`config.mk`:
```
export PLATFORM = sky130hd
export DESIGN_NAME = alu_instr_sequencer_flat
export DESIGN_NICKNAME = d
export VERILOG_FILES = /design/src/rtl/alu_instr_sequencer_if.sv /design/src/rtl/alu_instr_sequencer.sv /design/src/flat_wrapper.sv
export SDC_FILE = /design/constraint.sdc
export NUM_CORES = 1
export LEC_CHECK = 0
export BUFFER_PORTS_ARGS = -buffer_cell sky130_fd_sc_hd__buf_4
export CORE_MARGIN = 2
export CORE_UTILIZATION = 34
export DETAILED_ROUTE_END_ITERATION = 8
export PLACE_DENSITY = 0.74
export SLEW_MARGIN = 40
export SYNTH_ARGS = -nofsm -noshare
export SYNTH_HDL_FRONTEND = slang
export SYNTH_SLANG_ARGS = --single-unit
```
`constraint.sdc`:
```
create_clock -name clock -period 4.2 [get_ports clock]
set_clock_uncertainty 0.2 [all_clocks]
set_input_delay 1.26 -clock clock [delete_from_list [all_inputs] [get_ports clock]]
set_output_delay 1.26 -clock clock [all_outputs]
set_load 0.02 [all_outputs]
```
`src/rtl/alu_instr_sequencer_if.sv`:
```
// ---------------------------------------------------------------------------
// alu_instr_sequencer_if
//   Control bundle between the hardwired ALU-instruction sequencer and the
//   Phase 1 CPU datapath.
//   master : the sequencer. Samples run/IR and drives every control strobe.
//   slave  : the datapath/environment. Drives run/IR and consumes strobes.
//   Signals: run, IR[31:0] (to sequencer); PC/MAR, MDR/IR, Y/Z/HI/LO
//   enables, Rin/Rout[15:0] one-hot, alu_sel[12:0] one-hot, done, illegal.
// ---------------------------------------------------------------------------
interface alu_instr_sequencer_if;
    logic        run;
    logic [31:0] IR;
    logic        PCout, PCin, IncPC, MARin;
    logic        MDMuxread, MDRin, MDRout, IRin;
    logic        Yin, Zlowin, Zhighin, Zlowout, Zhighout, HIin, LOin;
    logic [15:0] Rin;
    logic [15:0] Rout;
    logic [12:0] alu_sel;
    logic        done;
    logic        illegal;

    modport master (
        input  run, IR,
        output PCout, PCin, IncPC, MARin,
        output MDMuxread, MDRin, MDRout, IRin,
        output Yin, Zlowin, Zhighin, Zlowout, Zhighout, HIin, LOin,
        output Rin, Rout, alu_sel, done, illegal
    );

    modport slave (
        output run, IR,
        input  PCout, PCin, IncPC, MARin,
        input  MDMuxread, MDRin, MDRout, IRin,
        input  Yin, Zlowin, Zhighin, Zlowout, Zhighout, HIin, LOin,
        input  Rin, Rout, alu_sel, done, illegal
    );
endinterface

```
`src/rtl/alu_instr_sequencer.sv`:
```
// ---------------------------------------------------------------------------
// alu_instr_sequencer
//   Hardwired control-step sequencer for register-register ALU instructions.
//   Steps IDLE -> T0..T5 (T6 for MUL/DIV) and drives the datapath controls.
//   Undefined opcodes park the block in HALT with illegal=1 until clear.
//   Ports:
//     clock : rising-edge clock
//     clear : synchronous active-high reset, forces IDLE from any state
//     bus   : alu_instr_sequencer_if.master (run/IR in, control strobes out)
// ---------------------------------------------------------------------------
module alu_instr_sequencer #(
    parameter int OPW = 5,
    parameter int RW  = 4
) (
    input  logic                         clock,
    input  logic                         clear,
    alu_instr_sequencer_if.master        bus
);

    typedef enum logic [3:0] {
        S_IDLE, S_T0, S_T1, S_T2, S_T3, S_T4, S_T5, S_T6, S_HALT
    } state_t;

    typedef enum logic [1:0] {
        C_BIN, C_UNA, C_MD, C_ILL
    } cls_t;

    localparam logic [OPW-1:0] OP_ADD  = OPW'(3);
    localparam logic [OPW-1:0] OP_SUB  = OPW'(4);
    localparam logic [OPW-1:0] OP_AND  = OPW'(5);
    localparam logic [OPW-1:0] OP_OR   = OPW'(6);
    localparam logic [OPW-1:0] OP_ROL  = OPW'(7);
    localparam logic [OPW-1:0] OP_ROR  = OPW'(8);
    localparam logic [OPW-1:0] OP_SHR  = OPW'(9);
    localparam logic [OPW-1:0] OP_SHRA = OPW'(10);
    localparam logic [OPW-1:0] OP_SHL  = OPW'(11);
    localparam logic [OPW-1:0] OP_MUL  = OPW'(15);
    localparam logic [OPW-1:0] OP_DIV  = OPW'(16);
    localparam logic [OPW-1:0] OP_NEG  = OPW'(17);
    localparam logic [OPW-1:0] OP_NOT  = OPW'(18);

    localparam int LSB_UNUSED = 31 - OPW - 3 * RW;

    state_t state_q, state_d;
    cls_t   cls_q, cls_d;

    logic [OPW-1:0] op;
    logic [RW-1:0]  ra, rb, rc;
    cls_t           op_cls;
    logic [12:0]    alu_dec;
    logic           unused_ir_bits;

    assign op = bus.IR[31 -: OPW];
    assign ra = bus.IR[31 - OPW -: RW];
    assign rb = bus.IR[31 - OPW - RW -: RW];
    assign rc = bus.IR[31 - OPW - 2 * RW -: RW];
    assign unused_ir_bits = ^bus.IR[LSB_UNUSED:0];

    function automatic logic [15:0] reg_onehot(input logic [RW-1:0] idx);
        return 16'(1) << idx;
    endfunction

    // Opcode decode: instruction class plus the ALU strobe bit.
    // alu_sel bit order is NOT..ADD from [12] down to [0], so ROL/ROR swap
    // relative to their opcode order.
    always_comb begin
        op_cls  = C_ILL;
        alu_dec = '0;
        case (op)
            OP_ADD:  begin op_cls = C_BIN; alu_dec = 13'h0001; end
            OP_SUB:  begin op_cls = C_BIN; alu_dec = 13'h0002; end
            OP_AND:  begin op_cls = C_BIN; alu_dec = 13'h0004; end
            OP_OR:   begin op_cls = C_BIN; alu_dec = 13'h0008; end
            OP_ROR:  begin op_cls = C_BIN; alu_dec = 13'h0010; end
            OP_ROL:  begin op_cls = C_BIN; alu_dec = 13'h0020; end
            OP_SHR:  begin op_cls = C_BIN; alu_dec = 13'h0040; end
            OP_SHRA: begin op_cls = C_BIN; alu_dec = 13'h0080; end
            OP_SHL:  begin op_cls = C_BIN; alu_dec = 13'h0100; end
            OP_MUL:  begin op_cls = C_MD;  alu_dec = 13'h0200; end
            OP_DIV:  begin op_cls = C_MD;  alu_dec = 13'h0400; end
            OP_NEG:  begin op_cls = C_UNA; alu_dec = 13'h0800; end
            OP_NOT:  begin op_cls = C_UNA; alu_dec = 13'h1000; end
            default: begin op_cls = C_ILL; alu_dec = '0;       end
        endcase
    end

    // The instruction class is captured once in T3; later steps branch on
    // the captured class rather than re-evaluating the opcode.
    assign cls_d = (state_q == S_T3) ? op_cls : cls_q;

    always_ff @(posedge clock) begin
        if (clear) begin
            state_q <= S_IDLE;
            cls_q   <= C_BIN;
        end else begin
            state_q <= state_d;
            cls_q   <= cls_d;
        end
    end

    // run is only looked at in IDLE and in the final step of an instruction.
    always_comb begin
        state_d = state_q;
        case (state_q)
            S_IDLE: if (bus.run) state_d = S_T0;
            S_T0:   state_d = S_T1;
            S_T1:   state_d = S_T2;
            S_T2:   state_d = S_T3;
            S_T3:   state_d = (op_cls == C_ILL) ? S_HALT : S_T4;
            S_T4:   state_d = S_T5;
            S_T5: begin
                if (cls_q == C_MD) state_d = S_T6;
                else               state_d = bus.run ? S_T0 : S_IDLE;
            end
            S_T6:   state_d = bus.run ? S_T0 : S_IDLE;
            S_HALT: state_d = S_HALT;
            default: state_d = S_IDLE;
        endcase
    end

    always_comb begin
        bus.PCout     = 1'b0;
        bus.PCin      = 1'b0;
        bus.IncPC     = 1'b0;
        bus.MARin     = 1'b0;
        bus.MDMuxread = 1'b0;
        bus.MDRin     = 1'b0;
        bus.MDRout    = 1'b0;
        bus.IRin      = 1'b0;
        bus.Yin       = 1'b0;
        bus.Zlowin    = 1'b0;
        bus.Zhighin   = 1'b0;
        bus.Zlowout   = 1'b0;
        bus.Zhighout  = 1'b0;
        bus.HIin      = 1'b0;
        bus.LOin      = 1'b0;
        bus.Rin       = '0;
        bus.Rout      = '0;
        bus.alu_sel   = '0;
        bus.done      = 1'b0;
        bus.illegal   = 1'b0;
        case (state_q)
            S_T0: begin
                bus.PCout  = 1'b1;
                bus.MARin  = 1'b1;
                bus.IncPC  = 1'b1;
                bus.Zlowin = 1'b1;
            end
            S_T1: begin
                bus.Zlowout   = 1'b1;
                bus.PCin      = 1'b1;
                bus.MDMuxread = 1'b1;
                bus.MDRin     = 1'b1;
            end
            S_T2: begin
                bus.MDRout = 1'b1;
                bus.IRin   = 1'b1;
            end
            S_T3: begin
                // Illegal opcodes leave T3 completely quiet on the way to HALT.
                if (op_cls != C_ILL) begin
                    bus.Rout = reg_onehot(rb);
                    bus.Yin  = 1'b1;
                end
            end
            S_T4: begin
                // Unary ops take their single operand from Rb; Rc is ignored.
                bus.Rout    = (cls_q == C_UNA) ? reg_onehot(rb) : reg_onehot(rc);
                bus.alu_sel = alu_dec;
                bus.Zlowin  = 1'b1;
                bus.Zhighin = (cls_q == C_MD);
            end
            S_T5: begin
                bus.Zlowout = 1'b1;
                if (cls_q == C_MD) begin
                    bus.LOin = 1'b1;
                end else begin
                    bus.Rin  = reg_onehot(ra);
                    bus.done = 1'b1;
                end
            end
            S_T6: begin
                bus.Zhighout = 1'b1;
                bus.HIin     = 1'b1;
                bus.done     = 1'b1;
            end
            S_HALT: bus.illegal = 1'b1;
            default: ;
        endcase
    end

endmodule

```
`src/flat_wrapper.sv`:
```
// flat-port wrapper written by rule: the top's interface ports become plain ports
module alu_instr_sequencer_flat 
#(
    parameter int OPW = 5,
    parameter int RW  = 4
)
  (clock, clear, bus_run, bus_IR, bus_PCout, bus_PCin, bus_IncPC, bus_MARin, bus_MDMuxread, bus_MDRin, bus_MDRout, bus_IRin, bus_Yin, bus_Zlowin, bus_Zhighin, bus_Zlowout, bus_Zhighout, bus_HIin, bus_LOin, bus_Rin, bus_Rout, bus_alu_sel, bus_done, bus_illegal);
  alu_instr_sequencer_if bus_i ();
  input  logic clock;
  input  logic clear;
  input wire logic [$bits(bus_i.run)-1:0] bus_run;
  input wire logic [$bits(bus_i.IR)-1:0] bus_IR;
  output wire logic [$bits(bus_i.PCout)-1:0] bus_PCout;
  output wire logic [$bits(bus_i.PCin)-1:0] bus_PCin;
  output wire logic [$bits(bus_i.IncPC)-1:0] bus_IncPC;
  output wire logic [$bits(bus_i.MARin)-1:0] bus_MARin;
  output wire logic [$bits(bus_i.MDMuxread)-1:0] bus_MDMuxread;
  output wire logic [$bits(bus_i.MDRin)-1:0] bus_MDRin;
  output wire logic [$bits(bus_i.MDRout)-1:0] bus_MDRout;
  output wire logic [$bits(bus_i.IRin)-1:0] bus_IRin;
  output wire logic [$bits(bus_i.Yin)-1:0] bus_Yin;
  output wire logic [$bits(bus_i.Zlowin)-1:0] bus_Zlowin;
  output wire logic [$bits(bus_i.Zhighin)-1:0] bus_Zhighin;
  output wire logic [$bits(bus_i.Zlowout)-1:0] bus_Zlowout;
  output wire logic [$bits(bus_i.Zhighout)-1:0] bus_Zhighout;
  output wire logic [$bits(bus_i.HIin)-1:0] bus_HIin;
  output wire logic [$bits(bus_i.LOin)-1:0] bus_LOin;
  output wire logic [$bits(bus_i.Rin)-1:0] bus_Rin;
  output wire logic [$bits(bus_i.Rout)-1:0] bus_Rout;
  output wire logic [$bits(bus_i.alu_sel)-1:0] bus_alu_sel;
  output wire logic [$bits(bus_i.done)-1:0] bus_done;
  output wire logic [$bits(bus_i.illegal)-1:0] bus_illegal;
  assign bus_i.run = bus_run;
  assign bus_i.IR = bus_IR;
  assign bus_PCout = bus_i.PCout;
  assign bus_PCin = bus_i.PCin;
  assign bus_IncPC = bus_i.IncPC;
  assign bus_MARin = bus_i.MARin;
  assign bus_MDMuxread = bus_i.MDMuxread;
  assign bus_MDRin = bus_i.MDRin;
  assign bus_MDRout = bus_i.MDRout;
  assign bus_IRin = bus_i.IRin;
  assign bus_Yin = bus_i.Yin;
  assign bus_Zlowin = bus_i.Zlowin;
  assign bus_Zhighin = bus_i.Zhighin;
  assign bus_Zlowout = bus_i.Zlowout;
  assign bus_Zhighout = bus_i.Zhighout;
  assign bus_HIin = bus_i.HIin;
  assign bus_LOin = bus_i.LOin;
  assign bus_Rin = bus_i.Rin;
  assign bus_Rout = bus_i.Rout;
  assign bus_alu_sel = bus_i.alu_sel;
  assign bus_done = bus_i.done;
  assign bus_illegal = bus_i.illegal;
  alu_instr_sequencer #(.OPW(OPW), .RW(RW)) u_core (.clock(clock), .clear(clear), .bus(bus_i));
endmodule
```
### Yosys cells after proc, flatten, opt, wreduce, memory -nomap -nowiden

Memories as Yosys holds them, arrays and structs flattened.
Cells that the tools add are included.
Widths: inputs -> output; s select.

* equal/unequal tests: 13
* shift-type cells: 3
* mux-type cells: 25
* reductions and logical operators: 3

Operators by type and width (count)
* $mux 16: 4
* $shl 1x4->16 const A: 3
* $pmux 4 s9: 1
* $pmux 16 s2: 1
* $eq 4x3->1 const B: 4
* $mux 1: 14
* $mux 13: 1
* $mux 4: 3
* $eq 4x2->1 const B: 2
* $eq 2x2->1 const B: 2
* $eq 4x1->1 const B: 1
* $eq 4x4->1 const B: 1
* $logic_not 4->1: 1
* $ne 2x2->1 const B: 2
* $reduce_or 2->1: 2
* $eq 2x1->1 const B: 1
* $pmux 1 s2: 1

* bits in registers: 6
* memory bits (read-only): 480
* bits of input ports: 35
* word-level logic and storage cells: 47
* memories kept: 1

Memory list
* (no name shown): depth 32, width 15, rd ports 1, clocked after memory_dff 0, wr ports 0, RTL line alu_instr_sequencer.sv:69 `case (op)`

### Logic depth before layout (Yosys ltp)

Gate-level depths: netlist (run 1).
An unclocked memory read counts as a cell.

* depth after elaboration: 4
* gate-level depth with buffers: 8
* depth with buffers taken out: 6

### Worst setup path before layout (run 1)

Ideal clock, no wire load.

* path type: input-to-output
* from: input port bus_IR[27]
* to: output port bus_Rout[0]
* arrival time: 2.612 ns
* data required time: 2.740 ns
* path slack: 0.128 ns
* cell stages on the path: 8
* path through: inv_1 ha_1 nor2_1 o31ai_1 and3_1 buf_4 buf_4 a21o_1

* cells in the longest elaborated chain, start to end: 4

RTL lines
* from (decl): RTL line flat_wrapper.sv:12 `input wire logic [$bits(bus_i.IR)-1:0] bus_IR;`
* $mem_v2 32x15
* $ne 2x2->1: RTL line alu_instr_sequencer.sv:161 `if (op_cls != C_ILL) begin`
* $mux 16: RTL line alu_instr_sequencer.sv:161
* $pmux 16 s2: RTL line alu_instr_sequencer.sv:142 `case (state_q)`
* to (decl): RTL line flat_wrapper.sv:29 `output wire logic [$bits(bus_i.Rout)-1:0] bus_Rout;`

No other way between the ends.

### Worst setup path after layout (run 1)

* from: input port bus_IR[27]
* to: output port bus_Rout[10]

Same word-level chain as after synthesis.

==> results of run 1 <==
==> cells by family (layout without fill, tap and decap cells) <==
family | after synthesis | count (layout) | share of synthesized area [%]
multiplexers | 2 | 2 | 1.73
buffers and inverters | 24 | 96 | 10.0
AO/OA/AOI/OAI | 51 | 51 | 30.2
flip-flops | 6 | 6 | 9.25
AND/OR/NAND/NOR | 109 | 109 | 43.4
XOR/XNOR | 1 | 1 | 0.674
adder cells (fa/ha/maj) | 5 | 5 | 4.82
==> per-layer routing <==
metal  track usage [%]  vias to the layer above  part of all wire [%]
met5                 0                        -                     0
met4              4.69                        0                  0.86
met3              3.24                        5                   8.3
met2              29.5                       66                    47
met1              23.9                      745                    44
li1                  -                      849                     -
==> power by group through the flow <==
stage	combinational (µW)	sequential (µW)	clock, µW
finish	91.3	64.0	89.3
global route	99.9	64.5	97.2
CTS	90.5	63.9	90.2
detailed placement	90.2	64.8	0
global placement	88.9	64.6	0
floorplan	57.9	60.5	0
==> cell type report <==
class,count,area share [%]
tap,48,3.07
clock buffer,3,2.11
multi-input combinational,168,53.8
inverter,7,1.34
timing repair buffer,86,33.6
sequential,6,6.13
==> critical path: stages <==
cell,delay (ns)
buf_4,0.10
inv_1,0.05
ha_1,0.29
nor2_1,0.06
o31ai_2,0.21
and3_1,0.24
buf_12,0.16
a21o_1,0.14
buf_4,0.14
==> Yosys cell counts <==
master,number,area (µm²)
nor4b_1,1,8.76
o31ai_1,1,7.51
nand2b_4,1,13.8
a21oi_1,5,25.0
nor3_2,1,10.0
nor2b_1,3,18.8
and3_1,3,18.8
clkbuf_1,1,3.75
nand3_1,2,10.0
a21o_1,17,128
a22o_1,16,140
o2bb2ai_1,1,8.76
nor4_1,2,12.5
o221ai_1,1,8.76
o21ai_0,3,15.0
ha_1,5,62.6
mux2_2,2,22.5
nand2b_1,11,68.8
buf_4,8,60.1
and2_1,9,56.3
or3_1,2,12.5
o211ai_1,1,7.51
or3_4,1,11.3
a31oi_1,1,6.26
xor2_1,1,8.76
nor3_1,26,130
a21boi_0,1,7.51
nand4bb_1,1,11.3
nand3b_1,2,15.0
buf_2,8,40.0
nor2_1,33,124
o21ba_2,2,20.0
a2bb2oi_1,1,8.76
inv_1,7,26.3
a211o_1,1,8.76
dfxtp_1,6,120
nand2_1,11,41.3
==> worst paths after layout <==
| check | depth (start not counted) | slack [ns] | to |
|---|---|---|---|
| setup / recovery | 9 | 0.08 | bus_Rout[10] |
| hold / removal | 2 | 0.29 | u_core.cls_q[1]$_SDFFE_PP0P_ |
| setup reg to reg | 5 | 2.40 | u_core.state_q[0]$_SDFFE_PP0P_ |
| hold reg to reg | 2 | 0.29 | u_core.cls_q[1]$_SDFFE_PP0P_ |
==> flip-flops by register name, indices dropped and copies added, names as in the netlist <==
register	cells
u_core.cls_q	2
u_core.state_q	4
==> stage by stage <==
stage | setup TNS, ns | utilization, %
finish | 0 | 53.5
CTS | 0 | 53.4
global route | -0.00707 | 53.5
floorplan | 0 | -
detailed placement | 0 | 52.3
global placement | 0 | 52.3
==> results_dict.tcl, run 1 <==
set metrics [dict create \
    final_common_cell "buf_4" \
    synth_seq_area_share_pct 9.25 \
    worstPathArrival_ns 2.66 \
    power_density_mw_per_mm2 125 \
    cts_buffers 3 \
    cap_violations 0 \
    syn_area_per_cell_um2 6.56 \
    stdcell_area_mm2 0.00196 \
    layout.nets 312 \
    holdCritStartpoint "u_core.cls_q[1]$_SDFFE_PP0P_" \
    pwr-share-comb_pct 37.3 \
    p_int_uw 161 \
    worstSetupStartpoint "bus_IR[27]" \
    port_buffers 81 \
    place_ws_ns 0.0591 \
    drt-wirelength-per-cell_um 12.4 \
    finalWirelength_mm 3.94 \
    syn_nets 238 \
    end_kind "primary output" \
    worstSetupStartpointType "input port" \
    final_cell_mix "buf_4, nor2_1, nor3_1" \
    final_cell_count_no_fill 318 \
    first_pass_iters 4 \
    synthesis.instances 198 \
    drv_slew 0 \
    start_util_pct 35.5 \
    dieArea_mm2 0.00433 \
    cts_tree "built" \
    fmax_mhz 243 \
    grt_pass1_wl_mm 6.24 \
    drtIter0Drc 128 \
    multi_input_area_mm2 0.00105 \
    post_cts_buffers 0 \
    finalWorstPathRequiredPeriod_ns 4.12 \
    crit_type "in2out" \
    die_w_um 65.8 \
    yosysWarningCount 0 \
    placed_area_mm2 0.00191 \
    holdCritPathClass "reg2reg" \
    placed_cells 315 \
    fill_cells 384 \
    n_antenna_cell 0 \
    grt_max_degree 19 \
    grt_pass1_vias 1402 \
    cts_resized 0 \
    hold_violations 0 \
    setup_violations 0 \
    holdBufCountCts 0 \
    outcome "finished clean" \
    total_power_uw 245 \
    p_sw_share_pct 34.1 \
    clk_path_buf_depth 2 \
    p_clk_share_pct 36.5 \
    slew_headroom_pct 62.5 \
    finalCritPeriodShare_pct 98.0 \
    seq_area_um2 120 \
    worstPathRequired_ns 2.74 \
    postRouteAntennaNets 0 \
    ys_ff_latch 6 \
    peakVddDrop_mv 0.137 \
    reg2reg_from "u_core.state_q[2]$_SDFFE_PP0P_" \
    p_sw_uw 83.4 \
    clkTransAtPathRegs_ns 0.03 \
    seq_power_share_pct 26.2 \
    total_leakage_power_uw 0.00105 \
    setup_slack_ns 0.0842 \
    pin_count 97 \
    design.core.area_mm2 0.00366 \
    num_rows 22 \
    drc_errors 0 \
    clock_latency_ns 0.23 \
    gr-total-overflow 0 \
    ys_types 37 \
    die_h_um 65.8 \
    worst_pin_slew_ns 0.558 \
    vias 1665 \
    vias_per_cell 5.24 \
    place.gp.congestion 0.798 \
    whs_ns 0.291 \
    track_usage_pct 17.9 \
    dp_hpwl_mm 3.03 \
    syn2layout_area_growth_pct 50.9 \
    antenna_found_initial 0 \
    h-tree-depth 1 \
    path_max_fanout 18 \
    drive_gt1_share_pct 35.9 \
    root_buffer "clkbuf_8" \
    syn_area_mm2 0.00130 \
    cts_sinks 6 \
]
(Power assumes the default switching activity.)
==> inputs of run 2 (changes only) <==
Settings changed: HOLD_SLACK_MARGIN from default to 0.06, RECOVER_POWER from default to 50.
==> results_dict.tcl, run 2 (synthesis results as in run 1) <==
set metrics [dict create \
    outcome "finished clean" \
    worstPathRequired_ns 2.74 \
    whs_ns 0.295 \
    reg2reg_from "u_core.state_q[2]$_SDFFE_PP0P_" \
    start_util_pct 35.5 \
    drive_gt1_share_pct 35.6 \
    reg_top3 "u_core.state_q x4, u_core.cls_q x2" \
    peakVddDrop_mv 0.137 \
    clkTransAtPathRegs_ns 0.03 \
    final_cell_mix "buf_4, nor2_1, nor3_1" \
    cpMostUsedCell "buf_4" \
    wl_met1_mm 1.75 \
    holdBufCountCts 0 \
    placed_area_mm2 0.00191 \
    worstPathArrival_ns 2.66 \
    holdCritPathClass "reg2reg" \
    slowest_delay_ns 0.29 \
    finalCritPeriodShare_pct 98.0 \
    stdcell_area_mm2 0.00196 \
    total_leakage_power_uw 0.00104 \
    rrSetupSlack_ns 2.40 \
    dp_hpwl_mm 3.03 \
    cp.buffers_inverters 4 \
    pin_count 97 \
    cts_sinks 6 \
    n_antenna_cell 0 \
    wl_met2_mm 1.84 \
    finalWirelength_mm 3.95 \
    root_buffer "clkbuf_8" \
    clk_path_buf_depth 2 \
    post_cts_buffers 0 \
    grt_max_degree 19 \
    h-tree-depth 1 \
    end_kind "primary output" \
    track_usage_pct 17.9 \
    top_layer "met4" \
    slowest_stage "ha_1" \
    worstPathCellList "buf_4 -> inv_1 -> ha_1 -> nor2_1 -> o31ai_2 -> and3_1 -> buf_12 -> a21o_1 -> buf_4" \
    postRouteAntennaNets 0 \
    cts_tree "built" \
    die_h_um 65.8 \
    setup_violations 0 \
    design.core.area_mm2 0.00366 \
    path_max_fanout 18 \
    critical_path.top_delay_family "buffers and inverters" \
    worst_pin_slew_ns 0.558 \
    first_pass_iters 4 \
    slew_headroom_pct 62.5 \
    crit_type "in2out" \
    final_common_cell "buf_4" \
    place.gp.congestion 0.798 \
    dieArea_mm2 0.00433 \
    die_w_um 65.8 \
    drt-wirelength-per-cell_um 12.4 \
    antenna_found_initial 0 \
    multi_input_area_mm2 0.00105 \
    drc_errors 0 \
    seq_area_um2 120 \
    worstSetupStartpointType "input port" \
    fill_cells 386 \
    cap_violations 0 \
    hold_violations 0 \
    syn2layout_area_growth_pct 50.6 \
    regMostFlops "u_core.state_q" \
    clock_latency_ns 0.23 \
    drv_slew 0 \
    gr-total-overflow 0 \
    grt_pass1_vias 1402 \
    vias 1664 \
    drtIter0Drc 128 \
    vias_per_cell 5.23 \
    worstSetupStartpoint "bus_IR[27]" \
    fmax_mhz 243 \
    cts_buffers 3 \
    finalWorstPathRequiredPeriod_ns 4.12 \
    wl_met3_um 326 \
    layout.nets 312 \
    port_buffers 81 \
    grt_pass1_wl_mm 6.24 \
    num_rows 22 \
    largest_reg_flops 4 \
    holdCritStartpoint "u_core.cls_q[1]$_SDFFE_PP0P_" \
    power_density_mw_per_mm2 125 \
    cts_resized 0 \
]
==> run 2: cell count changes in the layout (fill, tap and decap cells not counted), sizes merged <==
| cell | previous run | this run |
|---|---|---|
| buf | 86 | 85 |
| clkbuf | 3 | 4 |
==> run 2: final cells by class <==
cell class              instances  area share, %
clock buffers                   3           2.11
inverters                       7           1.34
multi-input cells             168           53.9
flip-flops and latches          6           6.14
well taps                      48           3.07
repair buffers                 86           33.5
==> run 2: metrics by stage <==
stage | util [%] | power (µW) | TNS, ns | setup WS, ns | cells
2_1_floorplan | - | 118 | 0 | 0.128 | 198
3_3_place_gp | 52.3 | 154 | 0 | 0.0665 | 315
3_5_place_dp | 52.3 | 155 | 0 | 0.0591 | 315
4_1_cts | 53.4 | 245 | 0 | 0.0552 | 318
5_1_grt | 53.4 | 261 | -0.00707 | -0.00506 | 318
6_report | 53.4 | 244 | 0 | 0.0842 | 318
==> run 2: metal layers <==
metal / up-vias / GRT usage, %
met5: - / 0
met4: 0 / 4.69
met3: 5 / 3.24
met2: 66 / 29.5
li1: 849 / -
met1: 744 / 23.9
==> run 2: final timing paths <==
| path | to | cells after the start |
|---|---|---|
| setup / recovery | bus_Rout[10] | 9 |
| hold / removal | u_core.cls_q[1]$_SDFFE_PP0P_ | 2 |
| setup reg to reg | u_core.state_q[0]$_SDFFE_PP0P_ | 5 |
| hold reg to reg | u_core.cls_q[1]$_SDFFE_PP0P_ | 2 |
==> run 2: power breakdown <==
part	switching, µW	total, µW	internal, µW
clock network	27.5	89.3	61.8
logic	51.2	90.9	39.7
registers	4.71	64.0	59.3
==> run 2: worst min-delay path: stages, from the launching register on <==
cell and delay (ns):
dfxtp_1 0.33, nand2_1 0.06, a21oi_1 0.05
==> inputs of run 3 (changes only) <==
Settings changed: ABC_AREA from default to 1, GPL_ROUTABILITY_DRIVEN from default to 0, PLACE_DENSITY 0.74 to 0.73.
==> results_dict.tcl, run 3 <==
set metrics [dict create \
    yosys.area.top_type_share_pct 14.0 \
    yosysWarningCount 0 \
    drt-wirelength-per-cell_um 11.8 \
    power_density_mw_per_mm2 158 \
    path_max_fanout 19 \
    rr_endpoint "u_core.state_q[2]$_SDFFE_PP0P_" \
    reg2reg_depth 7 \
    worstPathCellList "buf_4 -> inv_1 -> ha_1 -> nand2_1 -> nor2_1 -> nor2_2 -> nand3_2 -> nand2_4 -> o21ai_0 -> buf_4" \
    total_leakage_power_uw 0.000836 \
    dp_hpwl_mm 3.39 \
    finalCritPeriodShare_pct 97.6 \
    root_buffer "clkbuf_8" \
    slew_headroom_pct 68.4 \
    slowest_stage "ha_1" \
    syn_nets 287 \
    clkTransAtPathRegs_ns 0.03 \
    hold_violations 0 \
    drv_slew 0 \
    cpMostUsedCell "buf_4" \
    grt_pass1_vias 1578 \
    use_met1_pct 20.4 \
    crit_type "in2out" \
    final_cell_count_no_fill 366 \
    synth_commonest_cells "nand3_1, nor2_1, nand2_1, inv_1, o21ai_0" \
    drive_gt1_share_pct 26.1 \
    drc_errors 0 \
    synthesis.instances 247 \
    slowest_delay_ns 0.27 \
    holdCritStartpoint "u_core.cls_q[0]$_SDFFE_PP0P_" \
    regMostFlops "u_core.state_q" \
    outcome "finished clean" \
    start_util_pct 36.3 \
    grt_max_degree 20 \
    cts_sinks 6 \
    syn_area_per_cell_um2 5.51 \
    whs_ns 0.331 \
    synth_edf_count 0 \
    holdCritPathClass "reg2reg" \
    final_cell_mix "buf_4, nand3_1, nor2_1" \
    post_cts_buffers 0 \
    clk_path_buf_depth 2 \
    finalWirelength_mm 4.33 \
    busiest_layer "met2" \
    worstSetupStartpointType "input port" \
    num_rows 22 \
    largest_reg_flops 4 \
    synth_area_leaders "nand3_1, nor2_1, dfxtp_1, o21ai_0, nand2_1" \
    grt_pass1_wl_mm 6.56 \
    placed_area_mm2 0.00194 \
    synth_seq_area_share_pct 8.83 \
    synth_top_area_cell "nand3_1" \
    ys_ff_latch 6 \
    h-tree-depth 1 \
    pin_count 97 \
    port_buffers 81 \
    worstPathArrival_ns 2.64 \
    dieArea_mm2 0.00452 \
    placed_cells 363 \
    synthFlopType "dfxtp_1" \
    hold_path_depth 2 \
    peakVddDrop_mv 0.0800 \
    setup_violations 0 \
    yosysMostFrequentCell "nand3_1" \
    ys_types 29 \
    antenna_found_initial 0 \
    synthArstFlopShare_pct 0 \
    use_met3_pct 3.17 \
    rrSetupSlack_ns 2.39 \
    cap_violations 0 \
    reg2reg_from "u_core.state_q[1]$_SDFFE_PP0P_" \
    clock_latency_ns 0.22 \
    n_antenna_cell 0 \
    setup_tns_ns 0 \
    globalRouteMet2Util_pct 33.3 \
    vias 1910 \
    holdPathEnd "u_core.cls_q[0]$_SDFFE_PP0P_" \
    vias_per_cell 5.22 \
    layout.nets 360 \
    die_w_um 67.2 \
    worst_pin_slew_ns 0.473 \
    reg_top3 "u_core.state_q x4, u_core.cls_q x2" \
    cts_buffers 3 \
    first_pass_iters 4 \
    syn_area_mm2 0.00136 \
    design.core.area_mm2 0.00374 \
    stdcell_area_mm2 0.00189 \
    drtIter0Drc 142 \
    grt_setup_unrepaired "no" \
    track_usage_pct 18.3 \
    holdBufCountCts 0 \
    cts_tree "built" \
    die_h_um 67.2 \
    final_common_cell "buf_4" \
    worstPathRequired_ns 2.74 \
    fmax_mhz 244 \
    end_kind "primary output" \
    syn2layout_area_growth_pct 38.7 \
    gr-total-overflow 0 \
    finalWorstPathRequiredPeriod_ns 4.10 \
    postRouteAntennaNets 0 \
]
==> run 3: cells by family after synthesis <==
logic type	share of synthesized area (%)
adders and majority gates	4.60
and+or+nand+nor	50.9
buffers and inverters	16.6
DFF	8.83
AOI/OAI and AO/OA	19.1
==> run 3: worst max-delay path by stage <==
stage,from,endpoint,slack [ns],cells after the start
5_1_grt,bus_IR[27],bus_Rout[6],0.03,10
4_1_cts,bus_IR[27],bus_Rout[6],0.1,10
6_report,bus_IR[27],bus_Rout[6],0.1,10
3_3_place_gp,bus_IR[27],bus_Rout[2],0.11,10
3_5_place_dp,bus_IR[27],bus_Rout[6],0.12,10
2_1_floorplan,bus_IR[27],bus_Rout[15],0.31,8
==> run 3: timing repair <==
item                                    CTS  global route
resized for setup                         0             2
endpoints found under the hold margin     0             0
endpoints found under the setup margin    0             2
==> run 3: area by class of cell <==
| type | count | area, µm² |
|---|---|---|
| timing repair buffer | 81 | 518 |
| clock buffer | 3 | 41.3 |
| tap | 48 | 60.1 |
| sequential | 6 | 120 |
| inverter | 36 | 135 |
| multi-input combinational | 192 | 1010 |
| fill | 439 | 1860 |
==> run 3: report_power, final <==
part | switching (µW) | total (µW) | leakage, µW | internal, µW
combinational | 99.4 | 145 | 0.000765 | 45.9
sequential | 6.62 | 69.0 | 0.0000489 | 62.4
clock | 22.6 | 84.0 | 0.0000216 | 61.4
==> run 3: per-stage QoR <==
stage | setup slack [ns] | total power [µW] | utilization (%)
final | 0.0998 | 298 | 50.4
after global routing | 0.0289 | 321 | 50.4
after detailed placement | 0.118 | 225 | 51.8
after CTS | 0.0992 | 311 | 52.9
after global placement | 0.107 | 223 | 51.8
after floorplan | 0.308 | 176 | -
==> run 3: worst max-delay path, delay by kind of cell <==
family	cells	cell delay (ns)
AO/OA/AOI/OAI	1	0.27
buffers and inverters	3	0.35
AND/OR/NAND/NOR	5	0.49
adder cells (fa/ha/maj)	1	0.27
==> run 3: routing by layer <==
layer	part of all wire [%]	routed length (µm)
met1	40	1720
met2	47	2030
met3	12	500
met4	1.7	75
met5	0	0
